--- config.mk ---
export PLATFORM = sky130hd
export DESIGN_NAME = riscv_insn_decode_stage
export DESIGN_NICKNAME = d
export VERILOG_FILES = /design/src/rtl/riscv_decode_pkg.sv /design/src/rtl/riscv_insn_decode_lane.sv /design/src/rtl/riscv_insn_decode_stage.sv
export SDC_FILE = /design/constraint.sdc
export NUM_CORES = 1
export LEC_CHECK = 0
export BUFFER_PORTS_ARGS = -buffer_cell sky130_fd_sc_hd__buf_2
export CAP_MARGIN = 0
export CORE_MARGIN = 1.5
export CORE_UTILIZATION = 36
export CTS_CLUSTER_DIAMETER = 100
export DETAILED_ROUTE_END_ITERATION = 16
export SKIP_CTS_REPAIR_TIMING = 1
export SLEW_MARGIN = 10
export SYNTH_ARGS = -nofsm -noshare
export SYNTH_HDL_FRONTEND = slang
export SYNTH_SLANG_ARGS = --single-unit
export TNS_END_PERCENT = 30
--- constraint.sdc ---
create_clock -name clk -period 5.4 [get_ports clk]
set_input_delay 0.27 -clock clk [delete_from_list [all_inputs] [get_ports clk]]
set_output_delay 0.27 -clock clk [all_outputs]
set_load 0.01 [all_outputs]
--- src/rtl/riscv_decode_pkg.sv ---
// Shared types for the RV32I/RV64I decode stage: instruction format enum,
// base opcode constants and the per-lane decoded-info record.
package riscv_decode_pkg;

  // Instruction format; ILLEGAL covers every unrecognised encoding.
  typedef enum logic [2:0] {
    R       = 3'd0,
    I       = 3'd1,
    S       = 3'd2,
    B       = 3'd3,
    U       = 3'd4,
    J       = 3'd5,
    ILLEGAL = 3'd6
  } insn_type_e;

  // Base opcodes (insn[6:0]).
  localparam logic [6:0] OPC_LUI       = 7'b0110111;
  localparam logic [6:0] OPC_AUIPC     = 7'b0010111;
  localparam logic [6:0] OPC_JAL       = 7'b1101111;
  localparam logic [6:0] OPC_JALR      = 7'b1100111;
  localparam logic [6:0] OPC_BRANCH    = 7'b1100011;
  localparam logic [6:0] OPC_LOAD      = 7'b0000011;
  localparam logic [6:0] OPC_STORE     = 7'b0100011;
  localparam logic [6:0] OPC_OP_IMM    = 7'b0010011;
  localparam logic [6:0] OPC_OP        = 7'b0110011;
  localparam logic [6:0] OPC_MISC_MEM  = 7'b0001111;
  localparam logic [6:0] OPC_SYSTEM    = 7'b1110011;
  localparam logic [6:0] OPC_OP_IMM_32 = 7'b0011011;
  localparam logic [6:0] OPC_OP_32     = 7'b0111011;

  // Decoded view of one instruction. imm is always 64 bits wide; with
  // XLEN=32 the upper half is zero rather than a sign copy.
  typedef struct packed {
    insn_type_e  itype;
    logic [6:0]  opcode;
    logic [4:0]  rd;
    logic [4:0]  rs1;
    logic [4:0]  rs2;
    logic [2:0]  funct3;
    logic [6:0]  funct7;
    logic [63:0] imm;
    logic        rd_we;
    logic        rs1_used;
    logic        rs2_used;
    logic        illegal;
  } dec_info_t;

  // Widen a 32-bit sign-extended immediate to the 64-bit record field.
  function automatic logic [63:0] widen_imm(input logic [31:0] imm32, input int xlen);
    if (xlen == 64) return {{32{imm32[31]}}, imm32};
    else            return {32'b0, imm32};
  endfunction

endpackage

--- src/rtl/riscv_insn_decode_lane.sv ---
// Single-instruction RV32I/RV64I base decoder. Purely combinational; the
// stage instantiates one per lane.
module riscv_insn_decode_lane
  import riscv_decode_pkg::*;
#(
  parameter int XLEN = 32
) (
  input  logic [31:0] insn,
  output dec_info_t   info
);

  logic [6:0]  opc;
  insn_type_e  itype;
  logic [31:0] imm32;

  assign opc = insn[6:0];

  // Classify the encoding into a format; anything unknown is ILLEGAL.
  always_comb begin
    itype = ILLEGAL;
    if (insn[1:0] == 2'b11) begin
      case (opc)
        OPC_LUI, OPC_AUIPC:                                     itype = U;
        OPC_JAL:                                                itype = J;
        OPC_JALR, OPC_LOAD, OPC_OP_IMM, OPC_MISC_MEM, OPC_SYSTEM: itype = I;
        OPC_STORE:                                              itype = S;
        OPC_BRANCH:                                             itype = B;
        OPC_OP:                                                 itype = R;
        OPC_OP_IMM_32: if (XLEN == 64) itype = I;
        OPC_OP_32:     if (XLEN == 64) itype = R;
        default:                                                itype = ILLEGAL;
      endcase
    end
  end

  // Reassemble the immediate for the format, sign-extended from insn[31].
  always_comb begin
    imm32 = 32'b0;
    case (itype)
      I:       imm32 = {{20{insn[31]}}, insn[31:20]};
      S:       imm32 = {{20{insn[31]}}, insn[31:25], insn[11:7]};
      B:       imm32 = {{19{insn[31]}}, insn[31], insn[7], insn[30:25], insn[11:8], 1'b0};
      U:       imm32 = {insn[31:12], 12'b0};
      J:       imm32 = {{11{insn[31]}}, insn[31], insn[19:12], insn[20], insn[30:21], 1'b0};
      default: imm32 = 32'b0;
    endcase
  end

  // Fields are extracted unconditionally; use flags depend on the format.
  always_comb begin
    info          = '0;
    info.itype    = itype;
    info.opcode   = opc;
    info.rd       = insn[11:7];
    info.rs1      = insn[19:15];
    info.rs2      = insn[24:20];
    info.funct3   = insn[14:12];
    info.funct7   = insn[31:25];
    info.imm      = widen_imm(imm32, XLEN);
    info.illegal  = (itype == ILLEGAL);
    info.rd_we    = (itype == R || itype == I || itype == U || itype == J) &&
                    (insn[11:7] != 5'd0);
    // FENCE is I-format but its rs1 field is not a real source operand.
    info.rs1_used = (itype == R || itype == I || itype == S || itype == B) &&
                    (opc != OPC_MISC_MEM);
    info.rs2_used = (itype == R || itype == S || itype == B);
  end

endmodule

--- src/rtl/riscv_insn_decode_stage.sv ---
// Pipelined LANES-wide RISC-V base decoder stage between fetch and issue.
// One register slice with valid/ready handshake, full throughput and a
// synchronous flush of the held beat.
// Optional: define RISCV_DECODE_PERF_EN to add instruction / illegal
// instruction counters (perf_insn_cnt, perf_illegal_cnt).
module riscv_insn_decode_stage
  import riscv_decode_pkg::*;
#(
  parameter int LANES = 2,
  parameter int XLEN  = 32
) (
  input  logic                         clk,
  input  logic                         rst,
  input  logic                         flush,
  input  logic                         in_valid,
  output logic                         in_ready,
  input  logic [LANES-1:0]             in_lane_vld,
  input  logic [LANES-1:0][31:0]       in_insn,
  output logic                         out_valid,
  input  logic                         out_ready,
  output logic [LANES-1:0]             out_lane_vld,
  output dec_info_t [LANES-1:0]        out_info
`ifdef RISCV_DECODE_PERF_EN
  ,
  output logic [31:0]                  perf_insn_cnt,
  output logic [31:0]                  perf_illegal_cnt
`endif
);

  dec_info_t [LANES-1:0] dec;
  logic                  xfer;

  // One combinational decoder per lane.
  for (genvar l = 0; l < LANES; l++) begin : g_lane
    riscv_insn_decode_lane #(.XLEN(XLEN)) u_lane (
      .insn (in_insn[l]),
      .info (dec[l])
    );
  end

  // Slot is free when empty or being drained this cycle; flush does not gate it.
  assign in_ready = !out_valid || out_ready;
  assign xfer     = in_valid && in_ready;

  // Output slice: flush wins over a same-cycle transfer, which is discarded.
  always_ff @(posedge clk or posedge rst) begin
    if (rst) begin
      out_valid    <= 1'b0;
      out_lane_vld <= '0;
      out_info     <= '0;
    end else if (flush) begin
      out_valid    <= 1'b0;
    end else if (xfer) begin
      out_valid    <= 1'b1;
      out_lane_vld <= in_lane_vld;
      out_info     <= dec;
    end else if (out_ready) begin
      out_valid    <= 1'b0;
    end
  end

`ifdef RISCV_DECODE_PERF_EN
  logic [31:0] insn_inc;
  logic [31:0] ill_inc;

  // Population counts of present lanes and present-and-illegal lanes.
  always_comb begin
    insn_inc = 32'd0;
    ill_inc  = 32'd0;
    for (int l = 0; l < LANES; l++) begin
      insn_inc = insn_inc + 32'(in_lane_vld[l]);
      ill_inc  = ill_inc  + 32'(in_lane_vld[l] & dec[l].illegal);
    end
  end

  // Counters advance only on beats that actually land; they wrap at 2^32.
  always_ff @(posedge clk or posedge rst) begin
    if (rst) begin
      perf_insn_cnt    <= 32'd0;
      perf_illegal_cnt <= 32'd0;
    end else if (xfer && !flush) begin
      perf_insn_cnt    <= perf_insn_cnt + insn_inc;
      perf_illegal_cnt <= perf_illegal_cnt + ill_inc;
    end
  end
`endif

endmodule
==> results.md <==
Floorplan:
- The total area inside the core boundary comes to 18800 um2.
- The initial core utilization is 36.8%.
- The horizontal extent of the die is 142 um.
- The die is 142 um tall.
- The overall die area is 20100 um2.
- The number of ports placed on the die boundary is 281.
- The floorplan row count is 50.

Yosys:
- In the post-synthesis netlist, the biggest area contributors are sky130_fd_sc_hd__dfrtp_1 (52%), sky130_fd_sc_hd__nand2_1 (14%), sky130_fd_sc_hd__buf_4 (7.1%), sky130_fd_sc_hd__a2bb2oi_1 (2.5%), sky130_fd_sc_hd__a22oi_1 (2.1%).
- The async set-or-reset flop fraction in the synthesized netlist is 100%.
- The cell count after synthesis is 754.
- In this run, distinct cell masters in the synthesized netlist total 60.
- The count of state elements after synthesis is 145.
- During synthesis, Yosys emitted a total of 0 warnings.
- Of all cell types, the one taking the most synthesized area is sky130_fd_sc_hd__dfrtp_1.
- Summing the sequential cell areas from Yosys gives 52.3% of the chip area.
- For this run, the leading register cell type out of synthesis is sky130_fd_sc_hd__dfrtp_1.
- In this run, synthesis inferred 0 flip-flops with an integrated enable.
- A synthesized cell averages 9.20 um2.
- The synthesized design devotes to its leading area cell type 52.3% of total area.
- The cell area after synthesis is 6940 um2.

Run status:
- The flow ran to the end, and the final reports show no timing, DRC or antenna violations.

Routing:
- For this block, the via count after detailed routing is 5878.
- The count of nets left with antenna violations once routing finished came out at 0.
- The routed wire length per instance is 15.7 um.
- In this run, the number of DRC markers left after iteration 0 of detailed routing was 352.
- The routed design has 19.2 mm of wire.
- After detailed routing, the number of vias per cell comes to 4.81.
- For this run, design rule violations remaining after detail routing come to 0.
- The first detailed-routing pass took 4 iterations.

Place:
- The number of placed instances, taps included, is 1190.
- The post-DP HPWL is 13.0 mm.
- In this run the tool buffered the top-level ports with 216 buffer cells.
- The final weighted congestion of routability-driven global placement is 0.833.

CTS:
- Clock tree synthesis selected as its root buffer the cell sky130_fd_sc_hd__clkbuf_16.
- The H-tree depth is 4.
- The clock passes through at most 2 buffers.
- At the later pin of the worst-skew pair, clock insertion delay measures 0.42 ns.
- The clock transition time at the flip-flop clock pins of the worst setup and hold paths is 0.06 ns.
- TritonCTS built the clock tree.
- The clock net in this run drives a total of 145 sinks.
- Counting the buffers created by CTS gives 17.

Cells and area:
- Leaving out fill and tap cells, the most frequent cell in the layout is sky130_fd_sc_hd__nand2_1.
- At the end of the flow the core is filled with cells to 45.4%.
- The antenna diode count is 0.
- The top cell types in the final layout, fill and taps aside, are sky130_fd_sc_hd__nand2_1 (259), sky130_fd_sc_hd__buf_2 (216), sky130_fd_sc_hd__dfrtp_1 (145).
- The final net count is 1020.
- The fraction of final layout cells with drive strength greater than 1 is 27.8%.
- Excluding fillers, the count of instances in the completed layout stands at 1222.
- The area added between synthesis and finish is 23.2%.
- The number of inserted filler cells in the final layout is 1853.

Timing:
- Dividing the final minimum period by the clock period gives 47.1%.
- For the pin with the worst max-slew slack, the measured transition is 1.17 ns.
- The count of final hold-check violations is 0.
- Setup violations remaining at the end of the flow were counted as 0.
- Counting I/O delays and the setup requirement, the final critical path takes 2.55 ns.
- The count of pins over their slew limit is 0.
- The worst max-slew margin expressed relative to the limit is 21.6%.
- Setup repair after global routing left no endpoint under its margin.
- The total negative setup slack is 0 ns.
- For this run, the top clock speed supported by timing is 393 MHz.
- The maximum clock skew at final layout is 0.00745 ns.

Global route:
- The via count of the first global-routing pass is 5576.
- The first global-routing pass estimated 30.8 mm of wire.
- The number of antenna violations at the first check in global routing is 0.
- The pin count of the biggest net entering global routing is 164.
- Summed over all layers, the global routing overflow is 0.
- Global routing used 19.5% of the available tracks.

Critical path:
- The worst setup path is launched from a flip-flop.
- The sum of buffers and inverters on the critical path is 2.
- Walking the worst path, the cells encountered are nor2b_1 > inv_1 > nand3b_1 > buf_12 > nor4_2 > a2bb2oi_1.
- The top fanout value on the critical path is 163.
- The maximum cell stage delay along the critical path is 1.09 ns.
- By startpoint and endpoint, the worst setup path is classified as flip-flop to flip-flop.
- The reg-to-reg critical path startpoint is out_valid$_DFFE_PP0P_.
- The endpoint identified for the worst register-to-register timing path is out_info[31]$_DFFE_PP0P_.
- Grouping stages by cell kind, the critical path spends the most delay in simple AND/OR/NAND/NOR gates.
- STA classifies the critical path endpoint as a flip-flop.
- The highest-delay cell along the critical path is sky130_fd_sc_hd__nor4_2.
- STA puts the critical path data arrival time at 2.89 ns.
- Setup slack on the worst reg-to-reg path comes out at 2.85 ns.
- The count of cells along the worst register-to-register path is 6.
- STA puts the critical path data required time at 5.74 ns.

Pwr:
- The standby leakage power is 0.00451 uW.
- Across the VDD grid, the largest voltage drop is 0.185 mV.
- For this design the ratio of total power to cell area is 330 nW/um2.

Min path:
- The worst min-delay path category is input pin to async pin.

Flow run:
- The tool flagged a number of max-cap violations equal to 0.
## sequential cells by signal, indices dropped and copies added (netlist names)
| register | flops |
|---|---|
| out_valid | 1 |
| out_info | 142 |
| out_lane_vld | 2 |
## logic make-up after synthesis
group                    Yosys count  synth area share (%)
AO/OA/AOI/OAI                    154                  16.5
XOR/XNOR                           1                 0.126
adder cells (fa/ha/maj)            1                 0.144
buffers and inverters            113                  10.0
flip-flops                       145                  52.3
multiplexers                       1                 0.144
other                              1                0.0541
AND/OR/NAND/NOR                  338                  20.7
## how the worst max path moves through the flow
stage                                      from                  endpoint  depth (start not counted)
final                     out_valid$_DFFE_PP0P_  out_info[31]$_DFFE_PP0P_                          6
after detailed placement  out_valid$_DFFE_PP0P_  out_info[27]$_DFFE_PP0P_                          6
after CTS                 out_valid$_DFFE_PP0P_  out_info[31]$_DFFE_PP0P_                          6
after global placement    out_valid$_DFFE_PP0P_  out_info[29]$_DFFE_PP0P_                          6
after global routing      out_valid$_DFFE_PP0P_  out_info[32]$_DFFE_PP0P_                          6
after floorplan                             rst   out_info[0]$_DFFE_PP0P_                          1
## layout make-up
type	instances	area [um2]	area share (%)
Multi-Input combinational cell	559	2860	33.5
Sequential cell	145	3630	42.5
Clock buffer	17	425	4.98
Clock inverter	15	159	1.86
Timing Repair Buffer	219	1120	13.1
Tap cell	260	325	3.81
Inverter	7	31.3	0.366
## Yosys cell counts, drive strengths merged, types with 2 or more instances
cell	n
nand3b	2
a22o	16
nand3	5
a2111oi	2
o21a	2
nor3b	5
o21ai	36
a2bb2oi	20
nand2	259
o211ai	14
nor3	2
clkbuf	26
inv	6
and3b	2
a221oi	4
buf	80
o31ai	3
dfrtp	145
a22oi	20
nor2	26
a311o	2
nand2b	3
a31oi	2
and2	17
a2111o	2
nor2b	5
a21o	3
a21oi	19
o21bai	2
or4	3
and3	4
## layer usage
| metal | track usage [%] | wire length (um) |
|---|---|---|
| met1 | 28.4 | 8960 |
| met2 | 28.3 | 8710 |
| met3 | 4.96 | 1220 |
| met4 | 6.24 | 320 |
| met5 | 0 | 0 |
## through the flow
step           instance area, um2  total power [uW]  worst slack, ns  hold slack (ns)
2_1_floorplan                7170              1510             1.24            0.336
4_1_cts                      8540              2850             2.90           0.0199
3_5_place_dp                 7960              1670             2.91            0.457
6_report                     8540              2820             2.85           0.0203
5_1_grt                      8540              2960             2.69           0.0304
3_3_place_gp                 7960              1660             2.96            0.454
## power by group
group	switching (uW)	internal [uW]
logic	271	147
registers	48.9	1180
clock network	488	683
Power figures use the tool's default switching activity.
